<file path="config.mk">
export PLATFORM = sky130hd
export DESIGN_NAME = sprite_pos_ctl
export DESIGN_NICKNAME = d
export VERILOG_FILES = /design/src/rtl/sprite_pkg.sv /design/src/rtl/sprite_pos_ctl_vblnk_edge.sv /design/src/rtl/sprite_pos_ctl.sv
export SDC_FILE = /design/constraint.sdc
export NUM_CORES = 1
export LEC_CHECK = 0
export ABC_CLOCK_PERIOD_IN_PS = 4400
export BUFFER_PORTS_ARGS = -buffer_cell sky130_fd_sc_hd__buf_4
export CORE_MARGIN = 5
export CORE_UTILIZATION = 38
export DETAILED_ROUTE_END_ITERATION = 8
export PLACE_DENSITY_LB_ADDON = 0.3
export SETUP_SLACK_MARGIN = 0.05
export SYNTH_ARGS = -nofsm -noshare
export SYNTH_HDL_FRONTEND = slang
export SYNTH_HIERARCHICAL = 1
export SYNTH_SLANG_ARGS = --single-unit
</file>
<file path="constraint.sdc">
create_clock -name pclk -period 4.4 [get_ports pclk]
set_input_delay 0.88 -clock pclk [delete_from_list [all_inputs] [get_ports pclk]]
set_output_delay 0.88 -clock pclk [all_outputs]
set_load 0.01 [all_outputs]
</file>
<file path="src/rtl/sprite_pkg.sv">
// Shared types and constants for the sprite position controller.
// Clamp limits keep a 128x128 sprite fully inside the 800x600 active area.
package sprite_pkg;

  localparam int COORD_W     = 11;
  localparam int FRAME_CNT_W = 16;

  localparam int H_ACTIVE = 800;
  localparam int V_ACTIVE = 600;
  localparam int SPRITE_W = 128;
  localparam int SPRITE_H = 128;

  localparam logic [COORD_W-1:0] X_MAX = COORD_W'(H_ACTIVE - SPRITE_W);
  localparam logic [COORD_W-1:0] Y_MAX = COORD_W'(V_ACTIVE - SPRITE_H);

  typedef enum logic {
    ST_IDLE    = 1'b0,
    ST_PENDING = 1'b1
  } state_t;

  typedef struct packed {
    logic [COORD_W-1:0] x;
    logic [COORD_W-1:0] y;
    logic               vis;
  } pos_t;

  function automatic logic [COORD_W-1:0] clamp_coord(input logic [COORD_W-1:0] v,
                                                     input logic [COORD_W-1:0] lim);
    return (v > lim) ? lim : v;
  endfunction

endpackage

</file>
<file path="src/rtl/sprite_pos_ctl_vblnk_edge.sv">
// Registered rising-edge detector for vertical blanking.
// The history flop resets high so blanking already asserted at reset release is not an edge.
module vblnk_edge (
  input  logic pclk,
  input  logic rst,
  input  logic vblnk_in,
  output logic vb_edge
);

  logic vblnk_q;

  always_ff @(posedge pclk or posedge rst) begin
    if (rst) begin
      vblnk_q <= 1'b1;
    end else begin
      vblnk_q <= vblnk_in;
    end
  end

  assign vb_edge = vblnk_in & ~vblnk_q;

endmodule

</file>
<file path="src/rtl/sprite_pos_ctl.sv">
// Frame-synchronous sprite position/visibility commit with frame counter.
// Optional build macro SPRITE_CLAMP_EN clamps latched coordinates to keep the sprite on screen.
//
//   state      | meaning
//   -----------+---------------------------------------------
//   ST_IDLE    | nothing waiting to be committed
//   ST_PENDING | one update held in pend_q, committed on vblank rise
module sprite_pos_ctl
  import sprite_pkg::*;
(
  input  logic                   pclk,
  input  logic                   rst,
  input  logic                   vblnk_in,
  input  logic                   pos_req,
  input  logic [COORD_W-1:0]     pos_x_req,
  input  logic [COORD_W-1:0]     pos_y_req,
  input  logic                   vis_req,
  output logic                   pos_ack,
  output logic [COORD_W-1:0]     xpos,
  output logic [COORD_W-1:0]     ypos,
  output logic                   visible,
  output logic                   pending,
  output logic                   frame_tick,
  output logic [FRAME_CNT_W-1:0] frame_cnt
);

`ifdef SPRITE_CLAMP_EN
  localparam bit CLAMP_EN = 1'b1;
`else
  localparam bit CLAMP_EN = 1'b0;
`endif

  state_t                 state_q, state_d;
  pos_t                   pend_q, pend_d;
  pos_t                   commit_q, commit_d;
  pos_t                   req_pos;
  logic                   ack_q, ack_d;
  logic                   tick_q, tick_d;
  logic [FRAME_CNT_W-1:0] cnt_q, cnt_d;
  logic                   vb_edge;

  vblnk_edge u_vblnk_edge (
    .pclk     (pclk),
    .rst      (rst),
    .vblnk_in (vblnk_in),
    .vb_edge  (vb_edge)
  );

  always_comb begin
    req_pos.x   = CLAMP_EN ? clamp_coord(pos_x_req, X_MAX) : pos_x_req;
    req_pos.y   = CLAMP_EN ? clamp_coord(pos_y_req, Y_MAX) : pos_y_req;
    req_pos.vis = vis_req;
  end

  always_comb begin
    state_d  = state_q;
    pend_d   = pend_q;
    commit_d = commit_q;
    ack_d    = 1'b0;
    tick_d   = 1'b0;
    cnt_d    = cnt_q;

    if (pos_req) begin
      pend_d  = req_pos;
      ack_d   = 1'b1;
      state_d = ST_PENDING;
    end

    // A request arriving on the edge itself bypasses the pend stage.
    if (vb_edge) begin
      tick_d = 1'b1;
      cnt_d  = cnt_q + 1'b1;
      if (pos_req) begin
        commit_d = req_pos;
        state_d  = ST_IDLE;
      end else if (state_q == ST_PENDING) begin
        commit_d = pend_q;
        state_d  = ST_IDLE;
      end
    end
  end

  always_ff @(posedge pclk or posedge rst) begin
    if (rst) begin
      state_q  <= ST_IDLE;
      pend_q   <= '0;
      commit_q <= '0;
      ack_q    <= 1'b0;
      tick_q   <= 1'b0;
      cnt_q    <= '0;
    end else begin
      state_q  <= state_d;
      pend_q   <= pend_d;
      commit_q <= commit_d;
      ack_q    <= ack_d;
      tick_q   <= tick_d;
      cnt_q    <= cnt_d;
    end
  end

  assign pos_ack    = ack_q;
  assign xpos       = commit_q.x;
  assign ypos       = commit_q.y;
  assign visible    = commit_q.vis;
  assign pending    = (state_q == ST_PENDING);
  assign frame_tick = tick_q;
  assign frame_cnt  = cnt_q;

endmodule

</file>
==> results.sh, run 1 <==
export IMPL_outcome="finished clean"
export IMPL_final_min_clock_period_ns=2.05
export IMPL_critPathCaptureType="flop"
export IMPL_routabilityCongestion=0.700
export IMPL_viasPerCell=4.43
export IMPL_postSynthCellCount=164
export IMPL_initial_core_util_pct=39.0
export IMPL_synth_seq_cells=66
export IMPL_diodes=0
export IMPL_post_cts_resize_count=0
export IMPL_critPathMaxFanout=26
export IMPL_combPwrFrac_pct=20.4
export IMPL_power_density_nw_per_um2=487
export IMPL_nFillCells=616
export IMPL_slew_headroom_pct=48.4
export IMPL_synthAdderAreaFrac_pct=0.472
export IMPL_worst_ep_required_time_ns=4.62
export IMPL_power_mw=1.67
export IMPL_ios=69
export IMPL_clk_pin_slew_ns=0.07
export IMPL_yosysUniqueCellTypes=20
export IMPL_worst_setup_path_start_kind="input pin"
export IMPL_ir_drop_mv=0.322
export IMPL_grt_max_degree=38
export IMPL_hold_viol=0
export IMPL_finalSetupViolCount=0
export IMPL_overflow=0
export IMPL_tns_ns=0
export IMPL_drtIter0Drc=37
export IMPL_min_from="frame_cnt[15]$_DFFE_PP0P_"
export IMPL_sequentialPowerShare_pct=46.6
export IMPL_reg2reg_depth=2
export IMPL_final_max_slew_viol_count=0
export IMPL_yosysSeqAreaShare_pct=62.4
export IMPL_cts_buffer_depth=2
export IMPL_clkPwrFrac_pct=33.0
export IMPL_muxShareOfSynthArea_pct=22.7
export IMPL_sw_frac_of_total_pct=26.6
export IMPL_critical_path_arrival_ns=2.27
export IMPL_synthSimpleGateAreaFrac_pct=5.71
export IMPL_final_nets=266
export IMPL_cts_tree="yes"
export IMPL_min_to="frame_cnt[15]$_DFFE_PP0P_"
export IMPL_yosys_area_share_xor_xnor_pct=4.96
export IMPL_clock_skew_ns=0.00871
export IMPL_multi_input_area_um2=912
export IMPL_drive_gt1_share_pct=57.2
export IMPL_rsz0062_at_grt="false"
export IMPL_drv_cap=0
export IMPL_synthesis_nets=192
export IMPL_grt_pass1_vias=1612
export IMPL_portBuffers=68
export IMPL_p_int_mw=1.23
export IMPL_cts_hold_buf=0
export IMPL_root_buffer="clkbuf_8"
export IMPL_postCtsSetupBuffers=0
export IMPL_avgSynthCellArea_um2=16.2
export IMPL_fin_crit_sh_pct=46.5
export IMPL_holdCritPathClass="reg2reg"
export IMPL_leakagePower_nw=1.63
export IMPL_antenna_found_initial=0
export IMPL_synth_cell_area_um2=2650
export IMPL_wl_per_cell_um=14.8
export IMPL_die_w_um=93.5
export IMPL_core_area_um2=6790
export IMPL_grt_use_total_pct=12.4
export IMPL_area_growth_synth_to_final_pct=29.6
export IMPL_worst_pin_slew_ns=0.771
export IMPL_drt_pass1_iterations=4
export IMPL_synth_warnings=6
export IMPL_via_count=1503
export IMPL_die_area_um2=8740
export IMPL_whs_path_depth=1
export IMPL_cts_sinks=66
export IMPL_max_freq_mhz=489
export IMPL_r2r_slack_ns=2.81
export IMPL_critPathKind="in2reg"
export IMPL_htreeDepth=3
export IMPL_seqCellArea_um2=1650
export IMPL_synth_compound_area_share_pct=0.614
export IMPL_clock_latency_ns=0.34
export IMPL_wl_mm=5.01
export IMPL_rows=30
export IMPL_ant_nets=0
export IMPL_die_height_um=93.5
export IMPL_drc_errors=0
export IMPL_cts_buffers=9
export IMPL_grt_pass1_wl_mm=8.16
export IMPL_dp_hpwl_mm=3.49
export IMPL_p_sw_uw=444
export IMPL_synth_top_family_by_area="multiplexers"
export IMPL_r2r_start="pending$_DFF_PP0_"
export IMPL_r2r_end="ypos[5]$_DFFE_PP0P_"
==> metrics by stage <==
stage          hold WS, ns  instances  cell area (um^2)  worst slack [ns]  util (%)
3_3_place_gp         0.467        323              3210              1.98      47.3
2_1_floorplan        0.466        164              2650              1.89         -
4_1_cts              0.492        339              3430              2.31      50.5
6_report             0.489        339              3430              2.35      50.5
3_5_place_dp         0.476        323              3210              1.94      47.3
5_1_grt              0.508        339              3430              2.27      50.5
==> critical path: stages <==
cell,delay [ns]
buf_4,0.25
o21ai_4,0.68
mux2_2,0.42
==> layer usage <==
| metal | vias to the layer above | global-route usage, % | part of all wire, % |
|---|---|---|---|
| met5 | - | 0 | 0 |
| met4 | 0 | 4.76 | 1.3 |
| met3 | 5 | 5.87 | 7.0 |
| met2 | 51 | 18.3 | 47 |
| met1 | 734 | 15.8 | 45 |
| li1 | 713 | - | - |
==> synth_stat cells <==
cell type	instances	area, um^2
buf_12	2	40.0
buf_4	3	22.5
buf_6	1	11.3
dfrtp_1	65	1630
dfstp_2	1	26.3
ha_1	1	12.5
inv_1	3	11.3
mux2_2	28	315
mux2_4	19	285
nand2_1	7	26.3
nand3_1	3	15.0
nand3_2	2	20.0
nand4_1	5	31.3
nor2_1	5	18.8
nor2b_4	1	13.8
nor3_2	1	10.0
nor3_4	1	16.3
o21ai_4	1	16.3
xnor2_1	12	105
xor2_1	3	26.3
==> cells in the final DEF, fill, tap and decap left out, types with 3 or more instances in the layout <==
cell,count
buf_4,69
dfrtp_1,65
mux2_2,28
mux2_4,19
xnor2_1,12
clkbuf_8,9
nand2_1,7
nor2_1,5
nand4_1,5
xor2_1,3
nand3_1,3
clkinvlp_4,3
==> flip-flops by register name, indices dropped and copies added (netlist names) <==
name and cells:
pending 1, frame_tick 1, frame_cnt 16, u_vblnk_edge/vblnk_q 1
pos_ack 1, ypos 11, xpos 11, visible 1
pend_q 23
==> kinds of logic (layout without fill, tap and decap cells) <==
family / after synthesis / count (layout)
multiplexers: 47 / 47
AO/OA/AOI/OAI: 1 / 1
adder cells (fa/ha/maj): 1 / 1
AND/OR/NAND/NOR: 25 / 25
flip-flops: 66 / 66
buffers and inverters: 9 / 88
XOR/XNOR: 15 / 15
==> how the worst max path moves through the flow <==
stage	depth (start not counted)	from	end	slack, ns
floorplan	1	rst	frame_cnt[0]$_DFFE_PP0P_	1.89
global placement	3	pos_req	xpos[9]$_DFFE_PP0P_	1.98
detailed placement	3	pos_req	ypos[5]$_DFFE_PP0P_	1.94
CTS	3	pos_req	ypos[2]$_DFFE_PP0P_	2.31
global route	3	pos_req	ypos[2]$_DFFE_PP0P_	2.27
finish	3	pos_req	ypos[5]$_DFFE_PP0P_	2.35
==> layout make-up <==
cell class / count / share of cell area, %
timing repair buffer: 69 / 15.1
multi-input combinational: 89 / 26.6
tap: 96 / 3.50
clock inverter: 6 / 2.66
sequential: 66 / 48.1
clock buffer: 10 / 3.72
inverter: 3 / 0.328
==> power groups by stage <==
stage / combinational (mW) / clock [mW] / sequential [mW]
after CTS: 0.351 / 0.568 / 0.781
after floorplan: 0.147 / 0 / 0.815
final: 0.341 / 0.552 / 0.779
after detailed placement: 0.350 / 0 / 0.791
after global placement: 0.340 / 0 / 0.790
after global routing: 0.374 / 0.597 / 0.792
(Power assumes the default switching activity.)
==> run 2, diff against run 1 <==
--- a/config.mk
+++ b/config.mk
@@ -5,7 +5,7 @@
 export SDC_FILE = /design/constraint.sdc
 export NUM_CORES = 1
 export LEC_CHECK = 0
-export ABC_CLOCK_PERIOD_IN_PS = 4400
+export ABC_CLOCK_PERIOD_IN_PS = 2100
 export BUFFER_PORTS_ARGS = -buffer_cell sky130_fd_sc_hd__buf_4
 export CORE_MARGIN = 5
 export CORE_UTILIZATION = 38
==> constraint.sdc (replaced) <==
create_clock -name pclk -period 2.1 [get_ports pclk]
set_input_delay 0.42 -clock pclk [delete_from_list [all_inputs] [get_ports pclk]]
set_output_delay 0.42 -clock pclk [all_outputs]
set_load 0.01 [all_outputs]
==> run 2 against run 1 <==
Net effect:
- worst hold slack worse by 0.39 ns
- combinational power up 110%
- register-to-register slack worse by 2.2 ns
- global-route usage down 0.34 points
- cell count increased by 0.59%
- largest cell class unchanged
- first-iteration DRC count is 70% lower
- setup slack worse by 1.8 ns
- routed wire length down 2.5%
- non-clock buffer count increased by 2
- clock power rose to 2.5 times the previous value
- flip-flop and latch count stayed put
==> results.sh, run 2 (synthesized netlist as in run 1, its figures left out) <==
export IMPL_outcome="finished clean"
export IMPL_diodes=0
export IMPL_worst_ep_required_time_ns=2.31
export IMPL_power_mw=3.73
export IMPL_final_max_slew_viol_count=0
export IMPL_clk_pin_slew_ns=0.07
export IMPL_final_common_cell="buf_4"
export IMPL_nFillCells=572
export IMPL_portBuffers=68
export IMPL_drive_gt1_share_pct=58.0
export IMPL_htreeDepth=3
export IMPL_sw_frac_of_total_pct=24.5
export IMPL_holdCritPathClass="in2async"
export IMPL_largest_reg_flops=23
export IMPL_cp_slowest_cell="dfstp_2"
export IMPL_clock_latency_ns=0.33
export IMPL_critPathMaxStageDelay_ns=0.38
export IMPL_slew_headroom_pct=67.1
export IMPL_core_area_um2=6790
export IMPL_cts_sinks=66
export IMPL_drc_errors=0
export IMPL_grt_use_total_pct=12.1
export IMPL_final_min_clock_period_ns=1.52
export IMPL_critical_path_arrival_ns=1.73
export IMPL_max_freq_mhz=659
export IMPL_cts_buffer_depth=2
export IMPL_worst_pin_slew_ns=0.494
export IMPL_die_area_um2=8740
export IMPL_wl_mm=4.88
export IMPL_grt_max_degree=35
export IMPL_postCtsSetupBuffers=0
export IMPL_worst_setup_path_start_kind="flop"
export IMPL_drtIter0Drc=11
export IMPL_seqCellArea_um2=1650
export IMPL_reg2reg_depth=5
export IMPL_cts_hold_buf=0
export IMPL_cts_tree="yes"
export IMPL_leakagePower_nw=1.68
export IMPL_overflow=0
export IMPL_routabilityCongestion=0.725
export IMPL_dp_hpwl_mm=3.45
export IMPL_grt_pass1_vias=1594
export IMPL_wl_per_cell_um=14.3
export IMPL_critPathKind="reg2reg"
export IMPL_cts_buffers=9
export IMPL_r2r_end="frame_cnt[10]$_DFFE_PP0P_"
export IMPL_r2r_slack_ns=0.58
export IMPL_ant_nets=0
export IMPL_r2r_start="u_vblnk_edge/vblnk_q$_DFF_PP1_"
export IMPL_drt_pass1_iterations=3
export IMPL_sequentialPowerShare_pct=43.7
export IMPL_die_w_um=93.5
export IMPL_ir_drop_mv=0.574
export IMPL_path_buf_inv=0
export IMPL_ios=69
export IMPL_p_sw_uw=916
export IMPL_die_height_um=93.5
export IMPL_hold_viol=0
export IMPL_root_buffer="clkbuf_8"
export IMPL_combPwrFrac_pct=19.2
export IMPL_drv_cap=0
export IMPL_clkPwrFrac_pct=37.0
export IMPL_critPathMaxFanout=9
export IMPL_grt_pass1_wl_mm=7.94
export IMPL_p_int_mw=2.82
export IMPL_crit_family="simple AND/OR/NAND/NOR gates"
export IMPL_crit_chain="nor2b_4 > nand2_1 > nor3_2 > nand4_1 > xnor2_1"
export IMPL_power_density_nw_per_um2=1060
export IMPL_final_nets=268
export IMPL_initial_core_util_pct=39.0
export IMPL_clock_skew_ns=0.00884
export IMPL_final_cell_mix="buf_4, dfrtp_1, mux2_2"
export IMPL_via_count=1492
export IMPL_antenna_found_initial=0
export IMPL_finalSetupViolCount=0
export IMPL_viasPerCell=4.38
export IMPL_tns_ns=0
export IMPL_post_cts_resize_count=0
export IMPL_rsz0062_at_grt="false"
export IMPL_multi_input_area_um2=912
export IMPL_fin_crit_sh_pct=72.3
export IMPL_area_growth_synth_to_final_pct=32.8
export IMPL_top_register="pend_q"
export IMPL_rows=30
export IMPL_critPathCaptureType="flop"
## run 2: layer usage
metal,GRT usage [%],part of all wire [%]
met1,15.9,48
met2,17.5,45
met4,5.86,1.5
met3,4.42,5.9
met5,0,0
## run 2: power by group through the flow
stage	registers, mW	clock network [mW]	logic [mW]
2_1_floorplan	1.71	0	0.308
3_3_place_gp	1.66	0	0.719
4_1_cts	1.64	1.42	0.735
6_report	1.63	1.38	0.717
3_5_place_dp	1.66	0	0.733
5_1_grt	1.67	1.48	0.781
## run 2: how the worst max path moves through the flow
| stage | to | slack (ns) | start | cells past startpoint |
|---|---|---|---|---|
| detailed placement | frame_cnt[15]$_DFFE_PP0P_ | 0.41 | vblnk_in | 6 |
| CTS | frame_cnt[15]$_DFFE_PP0P_ | 0.57 | u_vblnk_edge/vblnk_q$_DFF_PP1_ | 5 |
| floorplan | frame_cnt[0]$_DFFE_PP0P_ | 0.05 | rst | 1 |
| global placement | frame_cnt[15]$_DFFE_PP0P_ | 0.41 | vblnk_in | 6 |
| finish | frame_cnt[10]$_DFFE_PP0P_ | 0.58 | u_vblnk_edge/vblnk_q$_DFF_PP1_ | 5 |
| global route | frame_cnt[15]$_DFFE_PP0P_ | 0.45 | u_vblnk_edge/vblnk_q$_DFF_PP1_ | 5 |
## run 2: per-stage QoR
step	cells	area (um^2)	hold WS (ns)	util [%]	setup WS, ns
after CTS	341	3520	0.0759	51.8	0.565
after floorplan	164	2650	0.310	-	0.0535
final	341	3520	0.100	51.8	0.581
after global routing	341	3520	0.0744	51.8	0.451
after global placement	325	3250	0.436	47.9	0.415
after detailed placement	325	3250	0.441	47.9	0.409
## run 2: layout make-up
type / count / area share (%)
clock inverter: 7 / 4.02
tap: 96 / 3.41
clock buffer: 9 / 3.52
sequential: 66 / 47.0
timing repair buffer: 71 / 15.9
inverter: 3 / 0.320
multi-input combinational: 89 / 25.9
## run 2: worst register-to-register path: stages (launching register included)
cell     delay, ns
dfstp_2       0.38
nor2b_4       0.29
nand2_1       0.17
nor3_2        0.26
nand4_1       0.16
xnor2_1       0.14
==> run 3, diff against run 2 <==
--- a/config.mk
+++ b/config.mk
@@ -5,7 +5,8 @@
 export SDC_FILE = /design/constraint.sdc
 export NUM_CORES = 1
 export LEC_CHECK = 0
-export ABC_CLOCK_PERIOD_IN_PS = 2100
+export ABC_AREA = 1
+export ABC_CLOCK_PERIOD_IN_PS = 1300
 export BUFFER_PORTS_ARGS = -buffer_cell sky130_fd_sc_hd__buf_4
 export CORE_MARGIN = 5
 export CORE_UTILIZATION = 38
==> constraint.sdc (replaced) <==
create_clock -name pclk -period 1.3 [get_ports pclk]
set_input_delay 0.26 -clock pclk [delete_from_list [all_inputs] [get_ports pclk]]
set_output_delay 0.26 -clock pclk [all_outputs]
set_load 0.01 [all_outputs]
==> run 3 against run 2 <==
Net effect:
- sequential share of layout area down 3.4 points
- cell area up 7.9%
- combinational power up 95%
- clock power up 37%
- critical endpoint is now frame_cnt[4]
- highest routed layer unchanged
==> results.sh, run 3 <==
export IMPL_leakagePower_nw=1.92
export IMPL_final_setup_worst_slack_ns=0.0444
export IMPL_worst_setup_path_start_kind="flop"
export IMPL_wl_mm=5.96
export IMPL_die_area_um2=8720
export IMPL_via_count=2202
export IMPL_synth_most_common_cell="nand2_1"
export IMPL_grt_pass1_wl_mm=9.85
export IMPL_critPathLaunch="frame_cnt[4]$_DFFE_PP0P_"
export IMPL_final_core_util_pct=55.9
export IMPL_r2r_start="u_vblnk_edge/vblnk_q$_DFF_PP1_"
export IMPL_holdCritPathClass="in2reg"
export IMPL_dpl_cell_area_um2=3400
export IMPL_r2r_slack_ns=0.04
export IMPL_yosys_area_top_type="dfrtp_1"
export IMPL_final_common_cell="nand2_1"
export IMPL_synth_warnings=6
export IMPL_slew_headroom_pct=74.9
export IMPL_yosysUniqueCellTypes=23
export IMPL_initial_core_util_pct=38.9
export IMPL_drc_errors=0
export IMPL_final_cell_mix="nand2_1, buf_4, dfrtp_1"
export IMPL_r2r_end="ypos[0]$_DFFE_PP0P_"
export IMPL_yosysSeqAreaShare_pct=62.5
export IMPL_clock_skew_ns=0.00879
export IMPL_postSynthCellCount=279
export IMPL_rsz0062_at_grt="true"
export IMPL_drt_pass1_iterations=7
export IMPL_dp_hpwl_mm=4.17
export IMPL_synth_edf_count=0
export IMPL_hold_viol=0
export IMPL_cts_buffers=9
export IMPL_placed_cells=451
export IMPL_htreeDepth=3
export IMPL_ys_dominant_reg_cell="dfrtp_1"
export IMPL_synth_commonest_cells="nand2_1, dfrtp_1, nor2_1"
export IMPL_wl_per_cell_um=12.4
export IMPL_routabilityCongestion=0.777
export IMPL_ir_drop_mv=0.671
export IMPL_crit_path_end="frame_cnt[4]"
export IMPL_final_nets=407
export IMPL_stdcell_area_um2=3800
export IMPL_critPathMaxFanout=4
export IMPL_die_w_um=93.4
export IMPL_drv_cap=0
export IMPL_cts_buffer_depth=2
export IMPL_cts_tree="yes"
export IMPL_power_density_nw_per_um2=1540
export IMPL_final_max_slew_viol_count=0
export IMPL_ios=69
export IMPL_grt_use_total_pct=14.6
export IMPL_worst_pin_slew_ns=0.376
export IMPL_grt_pass1_vias=2128
export IMPL_finalSetupViolCount=0
export IMPL_synth_seq_cells=66
export IMPL_hold_slack_ns=0.0371
export IMPL_diodes=0
export IMPL_reg2reg_depth=6
export IMPL_fin_crit_sh_pct=96.6
export IMPL_core_area_um2=6790
export IMPL_drtIter0Drc=92
export IMPL_place_ws_ns=-0.0132
export IMPL_cts_sinks=66
export IMPL_ant_nets=0
export IMPL_viasPerCell=4.59
export IMPL_area_growth_synth_to_final_pct=43.7
export IMPL_ys_top_cells_by_area="dfrtp_1, nand2_1, a31oi_1"
export IMPL_portBuffers=68
export IMPL_synthesis_nets=307
export IMPL_final_min_clock_period_ns=1.26
export IMPL_top_register="pend_q"
export IMPL_overflow=0
export IMPL_critPathKind="reg2out"
export IMPL_synth_top_area_share_pct=61.6
export IMPL_largest_reg_flops=23
export IMPL_clock_latency_ns=0.33
export IMPL_avgSynthCellArea_um2=9.47
export IMPL_async_flop_share_pct=100
export IMPL_outcome="finished clean"
export IMPL_final_cells=480
export IMPL_max_freq_mhz=796
export IMPL_critPathCaptureType="output port"
export IMPL_die_height_um=93.4
export IMPL_synth_cell_area_um2=2640
export IMPL_clk_pin_slew_ns=0.07
export IMPL_worst_ep_required_time_ns=1.04
export IMPL_grt_max_degree=35
export IMPL_root_buffer="clkbuf_8"
export IMPL_rows=30
export IMPL_critical_path_arrival_ns=1.00
export IMPL_antenna_found_initial=0
export IMPL_drive_gt1_share_pct=34.6
==> run 3: worst min-delay path by stage <==
stage / startpoint / endpoint / slack [ns] / cells after the start
2_1_floorplan: rst / u_vblnk_edge/vblnk_q$_DFF_PP1_ / 0.15 / 1
3_3_place_gp: rst / frame_cnt[11]$_DFFE_PP0P_ / 0.28 / 2
3_5_place_dp: rst / frame_cnt[15]$_DFFE_PP0P_ / 0.28 / 2
4_1_cts: vblnk_in / u_vblnk_edge/vblnk_q$_DFF_PP1_ / 0.02 / 1
5_1_grt: vblnk_in / u_vblnk_edge/vblnk_q$_DFF_PP1_ / 0.02 / 1
6_report: vblnk_in / u_vblnk_edge/vblnk_q$_DFF_PP1_ / 0.04 / 1
==> run 3: report_power, final <==
| group | internal, mW | leakage [nW] | switching, mW |
|---|---|---|---|
| sequential | 2.35 | 0.787 | 0.200 |
| clock | 1.13 | 0.109 | 0.763 |
| combinational | 0.759 | 1.02 | 0.646 |
| total | 4.24 | 1.92 | 1.61 |
==> run 3: final cells by class <==
cell class / count / area (um^2)
timing repair buffer: 98 / 828
fill: 613 / 3000
clock inverter: 5 / 77.6
clock buffer: 11 / 141
inverter: 18 / 71.3
multi-input combinational: 186 / 903
tap: 96 / 120
sequential: 66 / 1660
==> run 3: critical path, cell delays in order (launching register included) <==
cell and delay [ns]:
dfrtp_1 0.43, buf_6 0.14, buf_6 0.11
==> run 3: logic make-up (layout without fill, tap and decap cells) <==
family / count (synthesis) / count (layout) / synth area share (%)
and+or+nand+nor: 149 / 149 / 22.7
xor gates and xnor gates: 9 / 9 / 2.98
buffers and inverters: 27 / 132 / 4.59
DFF: 66 / 66 / 62.5
adders and majority gates: 1 / 1 / 0.473
AOI/OAI and AO/OA: 27 / 27 / 6.72
==> run 3: what timing repair did <==
item | in CTS | in global routing
resized for setup | 11 | 14
pin swaps | 6 | 2
setup buffers | 6 | 6
endpoints found under the setup margin | 22 | 37
endpoints found under the hold margin | 13 | 0
hold buffers | 1 | 0
==> run 3: layer usage <==
| layer | part of all wire (%) | global-route usage, % | up-vias |
|---|---|---|---|
| met5 | 0 | 0 | - |
| met4 | 2.1 | 6.96 | 0 |
| met3 | 5.1 | 3.86 | 12 |
| met2 | 47 | 23.1 | 58 |
| met1 | 46 | 18.6 | 1042 |
| li1 | - | - | 1090 |
==> run 3: per-stage QoR <==
step	TNS (ns)	power, mW
finish	0	5.85
floorplan	0	3.12
global route	-0.575	6.19
CTS	0	5.78
global placement	0	3.75
detailed placement	-0.0132	3.78
